`src/rtl/bist_signature_analyzer_if.sv`:
```
// Response-stream / status bundle between the CUT side, the test controller
// and the BIST signature analyzer.
interface bist_signature_analyzer_if #(
    parameter int unsigned RESP_W = 3,
    parameter int unsigned SIG_W  = 8
);
    logic              start;
    logic              resp_valid;
    logic [RESP_W-1:0] resp;
    logic              busy;
    logic              done;
    logic              pass;
    logic [SIG_W-1:0]  signature;
    logic [7:0]        pattern_cnt;

    modport master (
        output start, resp_valid, resp,
        input  busy, done, pass, signature, pattern_cnt
    );

    modport slave (
        input  start, resp_valid, resp,
        output busy, done, pass, signature, pattern_cnt
    );
endinterface

```
`src/rtl/bist_signature_analyzer.sv`:
```
// MISR-based output-response analyzer: compacts PATTERNS valid CUT responses
// into a Galois-form signature and compares it against GOLDEN.
module bist_signature_analyzer #(
    parameter int unsigned     RESP_W   = 3,
    parameter int unsigned     SIG_W    = 8,
    parameter logic [SIG_W-1:0] POLY    = 8'h1D,
    parameter logic [SIG_W-1:0] SEED    = 8'h00,
    parameter int unsigned     PATTERNS = 7,
    parameter logic [SIG_W-1:0] GOLDEN  = 8'h40
) (
    input  logic                     XLXN_21,
    input  logic                     XLXN_11,
    bist_signature_analyzer_if.slave bus
);

    localparam int unsigned CNT_W    = 8;
    localparam logic [CNT_W-1:0] LAST_CNT = CNT_W'(PATTERNS - 1);

    typedef enum logic [1:0] {
        S_IDLE    = 2'd0,
        S_COMPACT = 2'd1,
        S_COMPARE = 2'd2,
        S_DONE    = 2'd3
    } state_e;

    state_e             state_q, state_d;
    logic [SIG_W-1:0]   sig_q, sig_d;
    logic [CNT_W-1:0]   cnt_q, cnt_d;
    logic               busy_q, busy_d;
    logic               done_q, done_d;
    logic               pass_q, pass_d;
    logic [SIG_W-1:0]   misr_next_c;

    // One MISR step: shift, fold the top bit back through POLY, inject response.
    assign misr_next_c = {sig_q[SIG_W-2:0], 1'b0}
                       ^ (sig_q[SIG_W-1] ? POLY : '0)
                       ^ SIG_W'(bus.resp);

    always_ff @(posedge XLXN_21 or posedge XLXN_11) begin
        if (XLXN_11) begin
            state_q <= S_IDLE;
            sig_q   <= SEED;
            cnt_q   <= '0;
            busy_q  <= 1'b0;
            done_q  <= 1'b0;
            pass_q  <= 1'b0;
        end else begin
            state_q <= state_d;
            sig_q   <= sig_d;
            cnt_q   <= cnt_d;
            busy_q  <= busy_d;
            done_q  <= done_d;
            pass_q  <= pass_d;
        end
    end

    always_comb begin
        state_d = state_q;
        case (state_q)
            S_IDLE, S_DONE: if (bus.start) state_d = S_COMPACT;
            S_COMPACT:      if (bus.resp_valid && (cnt_q == LAST_CNT)) state_d = S_COMPARE;
            S_COMPARE:      state_d = S_DONE;
            default:        state_d = S_IDLE;
        endcase
    end

    // Datapath and registered status; start in IDLE/DONE reloads the run.
    always_comb begin
        sig_d  = sig_q;
        cnt_d  = cnt_q;
        busy_d = (state_d == S_COMPACT) || (state_d == S_COMPARE);
        done_d = (state_d == S_DONE);
        pass_d = 1'b0;
        case (state_q)
            S_IDLE, S_DONE: begin
                if (bus.start) begin
                    sig_d = SEED;
                    cnt_d = '0;
                end else begin
                    pass_d = pass_q;
                end
            end
            S_COMPACT: begin
                if (bus.resp_valid) begin
                    sig_d = misr_next_c;
                    cnt_d = cnt_q + CNT_W'(1);
                end
            end
            S_COMPARE: pass_d = (sig_q == GOLDEN);
            default: ;
        endcase
    end

    assign bus.busy        = busy_q;
    assign bus.done        = done_q;
    assign bus.pass        = pass_q;
    assign bus.signature   = sig_q;
    assign bus.pattern_cnt = cnt_q;

endmodule
```
`src/flat_wrapper.sv`:
```
// flat-port wrapper written by rule: the top's interface ports become plain ports
module bist_signature_analyzer_flat 
#(
    parameter int unsigned     RESP_W   = 3,
    parameter int unsigned     SIG_W    = 8,
    parameter logic [SIG_W-1:0] POLY    = 8'h1D,
    parameter logic [SIG_W-1:0] SEED    = 8'h00,
    parameter int unsigned     PATTERNS = 7,
    parameter logic [SIG_W-1:0] GOLDEN  = 8'h40
)
  (XLXN_21, XLXN_11, bus_start, bus_resp_valid, bus_resp, bus_busy, bus_done, bus_pass, bus_signature, bus_pattern_cnt);
  bist_signature_analyzer_if #(.RESP_W(RESP_W), .SIG_W(SIG_W)) bus_i ();
  input  logic XLXN_21;
  input  logic XLXN_11;
  input wire logic [$bits(bus_i.start)-1:0] bus_start;
  input wire logic [$bits(bus_i.resp_valid)-1:0] bus_resp_valid;
  input wire logic [$bits(bus_i.resp)-1:0] bus_resp;
  output wire logic [$bits(bus_i.busy)-1:0] bus_busy;
  output wire logic [$bits(bus_i.done)-1:0] bus_done;
  output wire logic [$bits(bus_i.pass)-1:0] bus_pass;
  output wire logic [$bits(bus_i.signature)-1:0] bus_signature;
  output wire logic [$bits(bus_i.pattern_cnt)-1:0] bus_pattern_cnt;
  assign bus_i.start = bus_start;
  assign bus_i.resp_valid = bus_resp_valid;
  assign bus_i.resp = bus_resp;
  assign bus_busy = bus_i.busy;
  assign bus_done = bus_i.done;
  assign bus_pass = bus_i.pass;
  assign bus_signature = bus_i.signature;
  assign bus_pattern_cnt = bus_i.pattern_cnt;
  bist_signature_analyzer #(.RESP_W(RESP_W), .SIG_W(SIG_W), .POLY(POLY), .SEED(SEED), .PATTERNS(PATTERNS), .GOLDEN(GOLDEN)) u_core (.XLXN_21(XLXN_21), .XLXN_11(XLXN_11), .bus(bus_i));
endmodule
```
`config.mk`:
```
export PLATFORM = sky130hd
export DESIGN_NAME = bist_signature_analyzer_flat
export DESIGN_NICKNAME = d
export VERILOG_FILES = /design/src/rtl/bist_signature_analyzer_if.sv /design/src/rtl/bist_signature_analyzer.sv /design/src/flat_wrapper.sv
export SDC_FILE = /design/constraint.sdc
export NUM_CORES = 1
export LEC_CHECK = 0
export CAP_MARGIN = 20
export CORE_MARGIN = 2
export CORE_UTILIZATION = 48
export DETAILED_ROUTE_END_ITERATION = 12
export GPL_TIMING_DRIVEN = 0
export PLACE_DENSITY_LB_ADDON = 0.2
export SETUP_SLACK_MARGIN = 0.02
export SLEW_MARGIN = 40
export SYNTH_ARGS = -nofsm -noshare
export SYNTH_HDL_FRONTEND = slang
export SYNTH_SLANG_ARGS = --single-unit
```
`constraint.sdc`:
```
create_clock -name XLXN_21 -period 2.4 [get_ports XLXN_21]
set_clock_uncertainty 0.1 [all_clocks]
set_input_delay 0.24 -clock XLXN_21 [delete_from_list [all_inputs] [get_ports XLXN_21]]
set_output_delay 0.24 -clock XLXN_21 [all_outputs]
set_load 0.02 [all_outputs]
```
## Word-level counts from Yosys, hierarchy flattened

Index checks and enable logic that the tools add are counted.

- Multiplexer cells: 11
- Equality and inequality tests: 10
- $add $sub $neg: 1
- Reductions and logical operators: 6
- Bitwise gates (word level): 2

Operator list:

| operator | number |
|---|---|
| $pmux W8 S2 | 2 |
| $mux W8 | 3 |
| $add A8 B1 Y8 const B | 1 |
| $eq A2 B2 Y1 const B | 4 |
| $eq A8 B3 Y1 const B | 1 |
| $eq A8 B7 Y1 const B | 1 |
| $xor A8 B3 Y8 | 1 |
| $xor A8 B8 Y8 | 1 |
| $pmux W2 S3 | 1 |
| $mux W5 | 1 |
| $eq A2 B1 Y1 const B | 2 |
| $mux W2 | 2 |
| $ne A2 B2 Y1 const B | 2 |
| $reduce_and A3 Y1 | 1 |
| $logic_not A2 Y1 | 1 |
| $pmux W1 S2 | 1 |
| $reduce_bool A2 Y1 | 1 |
| $reduce_or A2 Y1 | 1 |
| $logic_and A1 B1 Y1 | 1 |
| $logic_or A1 B1 Y1 | 1 |
| $mux W1 | 1 |

- Word-level logic and storage cells: 36
- Input bits: 7
- Register bits after elaboration: 21
- Output and inout bits: 19

## Depth between registers and ports, before layout

- Depth in word-level cells: 6
- Gate-level depth with buffers: 8
- Depth with buffers taken out: 6

## Worst setup path before layout

Ideal clock, no wire load.

- Path type: reg2reg
- From: register u_core.cnt_q[5] (netlist: u_core.bus.pattern_cnt[5])
- To: register u_core.busy_q (netlist: u_core.bus.busy)
- Cell stages (with the launch flop): 5
- Arrival time: 1.739 ns
- Data required time: 2.174 ns
- Buffers on the path: 0
- Library setup time: 0.126 ns
- Setup slack: 0.435 ns
- Clock period less this slack: 1.965 ns
- Cell sequence: dfrtp_1 or4b_1 nor4_1 o311a_1 ha_1

- Cells in the longest elaborated chain, start to end: 6
- Elaborated cells between the ends (all ways): 7
- Those cells by class: 3 x eq/ne; 2 x mux; 2 x reduce/logical

RTL lines:

| item | RTL line | source |
|---|---|---|
| from (decl) | bist_signature_analyzer.sv:28 | `logic [CNT_W-1:0] cnt_q, cnt_d;` |
| from (signal assigned) | bist_signature_analyzer.sv:50 | `cnt_q <= cnt_d;` |
| $eq A8 B3 Y1 * | bist_signature_analyzer.sv:61 | `S_COMPACT: if (bus.resp_valid && (cnt_q == LAST_CNT)) state_d = S_COMPARE;` |
| $logic_and A1 B1 Y1 * | bist_signature_analyzer.sv:61 |  |
| $mux W2 * | bist_signature_analyzer.sv:61 |  |
| $pmux W2 S3 * | bist_signature_analyzer.sv:59 | `case (state_q)` |
| net u_core.state_d[1] | bist_signature_analyzer.sv:26 | `state_e state_q, state_d;` |
| $eq A2 B1 Y1 or $eq A2 B2 Y1 (tied branches) | bist_signature_analyzer.sv:71 | `busy_d = (state_d == S_COMPACT) \|\| (state_d == S_COMPARE);` |
| $logic_or A1 B1 Y1 * | bist_signature_analyzer.sv:71 |  |
| net u_core.busy_d | bist_signature_analyzer.sv:29 | `logic busy_q, busy_d;` |
| to (signal assigned) | bist_signature_analyzer.sv:51 | `busy_q <= busy_d;` |
| to (decl) | bist_signature_analyzer.sv:29 |  |

Mark *: on every way through the listed nets, which the timed path passes. The rest lies on a longest branch.
A chain may end at the register's enable or synchronous reset.

## Worst setup path in the final report

- From: register u_core.state_q[0]
- To: register u_core.sig_q[4] (netlist: u_core.bus.signature[4])

- Cells in the longest elaborated chain, start to end: 4
- Elaborated cells between the ends (all ways): 9
- Those cells by class: 4 x eq/ne; 1 x mux; 4 x reduce/logical

RTL lines:

| item | RTL line | source |
|---|---|---|
| from (decl) | bist_signature_analyzer.sv:26 |  |
| from (signal assigned) | bist_signature_analyzer.sv:48 | `state_q <= state_d;` |
| $eq A2 B2 Y1 or $logic_not A2 Y1 (tied branches) | bist_signature_analyzer.sv:74 | `case (state_q)` |
| $reduce_or A2 Y1 | bist_signature_analyzer.sv:74 |  |
| $ne A2 B2 Y1 (no source line) or $reduce_bool A2 Y1 (tied branches) | n/a |  |
| $reduce_and A3 Y1 (no source line) | n/a |  |
| to (signal assigned) | bist_signature_analyzer.sv:49 | `sig_q <= sig_d;` |
| to (decl) | bist_signature_analyzer.sv:27 | `logic [SIG_W-1:0] sig_q, sig_d;` |

Parallel ways exist; a longest one is shown, timed or not.

==> results.yml <==
drt:
  route.detailed.wl_per_inst_um: 14.8
  vias: 895
  firstDrtPassIters: 4
  drt-initial-drc-count: 17
  wirelength_um: 2380
  detail-route-antenna-nets: 0
  avgViaCountPerCell: 5.56
  drc: 0
critical_path:
  crit_arrival_ns: 2.21
  critPathKind: "flip-flop to flip-flop"
  startpoint_type: "flip-flop"
  required_ns: 2.53
  cp-end-kind: "flip-flop"
  crit_fanout: 10
  cp_slowest_cell: "dfrtp_1"
  r2r_cells: 7
  ff2ff_setup_slack_ns: 0.32
  critPathMaxStageDelay_ns: 0.40
  r2r-end: "u_core.bus.signature[4]$_DFFE_PP0P_"
  worstReg2RegStart: "u_core.state_q[0]$_DFF_PP0_"
  crit_path_cell_trace: "inv_1, ha_1, mux2_4, nand2_4, clkbuf_1, nand2_1, o31ai_1"
finish:
  fill_cells: 186
  fin_area_um2: 1390
  nets: 146
  final_layout_size_suffix_gt1_share_pct: 6.02
  final_cells: 161
  diodes: 0
  syn_to_final_growth_pct: 29.3
timing:
  min_period_ns: 2.08
  setup_viol: 0
  hold_viol: 0
  tightestPinTransition_ns: 0.524
  fmax_ghz: 0.481
  hold_ws_ns: 0.114
  relSlewSlack_pct: 64.7
  finalCritPeriodShare_pct: 86.6
  final_max_slew_viol_count: 0
  rsz0062_at_grt: "false"
  fin_tns_setup_ns: 0
job:
  drv_cap: 0
placed_design:
  dpl.cell_count: 157
  finalWeightedCongestion: 0.787
  dp_hpwl_um: 1760
  placed_area_um2: 1360
  portBuffers: 25
synth:
  seq_area_frac_synth_pct: 48.9
  synthDistinctLibCells: 30
  ys_ff_latch: 21
  synthesis.area_um2: 1070
  yosysWarnings: 0
  syn_inst: 104
  syn_avg_cell_area_um2: 10.3
  syn_nets: 116
grt:
  grt_usage_pct: 20.7
  grt_max_degree: 22
  grt_pass1_wl_um: 4020
  first_global_vias: 883
  overflow: 0
  antenna_found_initial: 0
power:
  powerDensity_nw_per_um2: 1110
  vdd_ir_drop_max_v: 0.000749
  p_leak_nw: 0.600
clocking:
  clk_pin_slew_ns: 0.13
  clkLatencyLatePin_ns: 0.32
  cts_hold_buffers: 0
  postCtsSetupRepairBufs: 0
  tritoncts: "built"
  clkSinkCount: 21
  ctsResizeCount: 0
  clockBufferDepth: 2
  clockRootBuffer: "clkbuf_4"
  h-tree-depth: 1
  numCtsBuffers: 3
floorplanning:
  die_w_um: 51.3
  dieArea_um2: 2630
  core_um2: 2170
  rows: 17
  io_pins: 26
  die_y_um: 51.3
  start_util_pct: 49.5
run_status:
  status: "finished clean"
worst_hold_path:
  min_path_type: "input pin to asynchronous set/reset pin"
==> routing by layer <==
metal | GRT usage, % | vias up | part of all wire (%)
li1 | - | 433 | -
met1 | 26.4 | 437 | 46
met2 | 35.7 | 20 | 50
met3 | 2.63 | 5 | 2.9
met4 | 7.89 | 0 | 1.4
met5 | 0 | - | 0
==> metrics by stage <==
stage | utilization, % | worst slack [ns] | power, mW
global placement | 62.7 | 0.369 | 1.33
floorplan | - | 0.435 | 1.06
global route | 64.1 | 0.158 | 1.66
CTS | 64.1 | 0.328 | 1.55
finish | 64.1 | 0.323 | 1.55
detailed placement | 62.7 | 0.345 | 1.37
==> flip-flops by register name, summed over array words and instances, names as in the netlist <==
signal / count
u_core.bus.busy: 1
u_core.bus.done: 1
u_core.bus.pass: 1
u_core.bus.pattern_cnt: 8
u_core.bus.signature: 8
u_core.state_q: 2
==> cells in the final DEF (no fill, tap or decap), types with 2 or more instances in the layout <==
cell type	instances
clkdlybuf4s50_1	25
dfrtp_1	21
nand2_1	10
o21ai_0	9
o31ai_1	6
xnor2_1	6
inv_1	5
ha_1	5
nor2_1	4
nand3_1	4
clkbuf_1	3
nand4_1	3
xor2_1	3
a22o_1	3
clkbuf_4	3
and4_1	2
a21oi_1	2
or3_1	2
and3_1	2
==> power breakdown <==
group	internal, mW	leakage [nW]	switching (mW)
clock network	0.0637	0.0139	0.121
registers	0.454	0.280	0.119
logic	0.358	0.306	0.432
==> cell type report <==
type	count	area, um^2	share of cell area (%)
clock buffers	3	22.5	1.62
inverters	6	22.5	1.62
clock inverters	1	7.51	0.540
plain buffers	4	22.5	1.62
repair buffers	25	250	18.0
flip-flops and latches	21	526	37.8
well taps	28	35.0	2.52
multi-input cells	73	504	36.3
==> synth_stat cells (all sizes together) <==
| cell | instances | area [um^2] |
|---|---|---|
| a21oi | 2 | 10.0 |
| a22o | 3 | 26.3 |
| a31oi | 1 | 6.26 |
| and3 | 2 | 12.5 |
| and3b | 1 | 8.76 |
| and4 | 2 | 17.5 |
| buf | 1 | 11.3 |
| clkbuf | 3 | 11.3 |
| dfrtp | 21 | 526 |
| ha | 5 | 62.6 |
| inv | 6 | 22.5 |
| mux2 | 1 | 15.0 |
| nand2 | 11 | 48.8 |
| nand2b | 1 | 6.26 |
| nand3 | 4 | 20.0 |
| nand4 | 3 | 18.8 |
| nor2 | 4 | 15.0 |
| nor3 | 1 | 5.00 |
| nor4 | 1 | 6.26 |
| nor4bb | 1 | 10.0 |
| o21ai | 9 | 45.0 |
| o22ai | 1 | 6.26 |
| o311a | 1 | 10.0 |
| o31ai | 6 | 45.0 |
| or3 | 2 | 12.5 |
| or4 | 1 | 7.51 |
| or4b | 1 | 10.0 |
| xnor2 | 6 | 52.6 |
| xor2 | 3 | 26.3 |
==> worst max-delay path by stage <==
stage	slack [ns]	startpoint	endpoint
floorplan	0.43	u_core.bus.pattern_cnt[5]$_DFFE_PP0P_	u_core.bus.busy$_DFF_PP0_
global placement	0.37	u_core.bus.pattern_cnt[5]$_DFFE_PP0P_	u_core.bus.busy$_DFF_PP0_
detailed placement	0.34	u_core.bus.pattern_cnt[5]$_DFFE_PP0P_	u_core.bus.busy$_DFF_PP0_
CTS	0.33	u_core.state_q[0]$_DFF_PP0_	u_core.bus.signature[4]$_DFFE_PP0P_
global route	0.16	u_core.state_q[0]$_DFF_PP0_	u_core.bus.signature[4]$_DFFE_PP0P_
finish	0.32	u_core.state_q[0]$_DFF_PP0_	u_core.bus.signature[4]$_DFFE_PP0P_
==> cell families after synthesis <==
logic type | share of synthesized area, %
xor gates and xnor gates | 7.33
AOI/OAI and AO/OA | 13.9
and+or+nand+nor | 18.5
muxes | 1.40
buffers and inverters | 4.19
DFF | 48.9
adders and majority gates | 5.82
==> worst max-delay path, delay by kind of cell, from the launching register on <==
| kind | cells | cell delay, ns |
|---|---|---|
| buffers and inverters | 2 | 0.45 |
| DFF | 1 | 0.40 |
| adders and majority gates | 1 | 0.38 |
| muxes | 1 | 0.33 |
| and+or+nand+nor | 2 | 0.24 |
| AOI/OAI and AO/OA | 1 | 0.09 |
(Power assumes the default switching activity.)
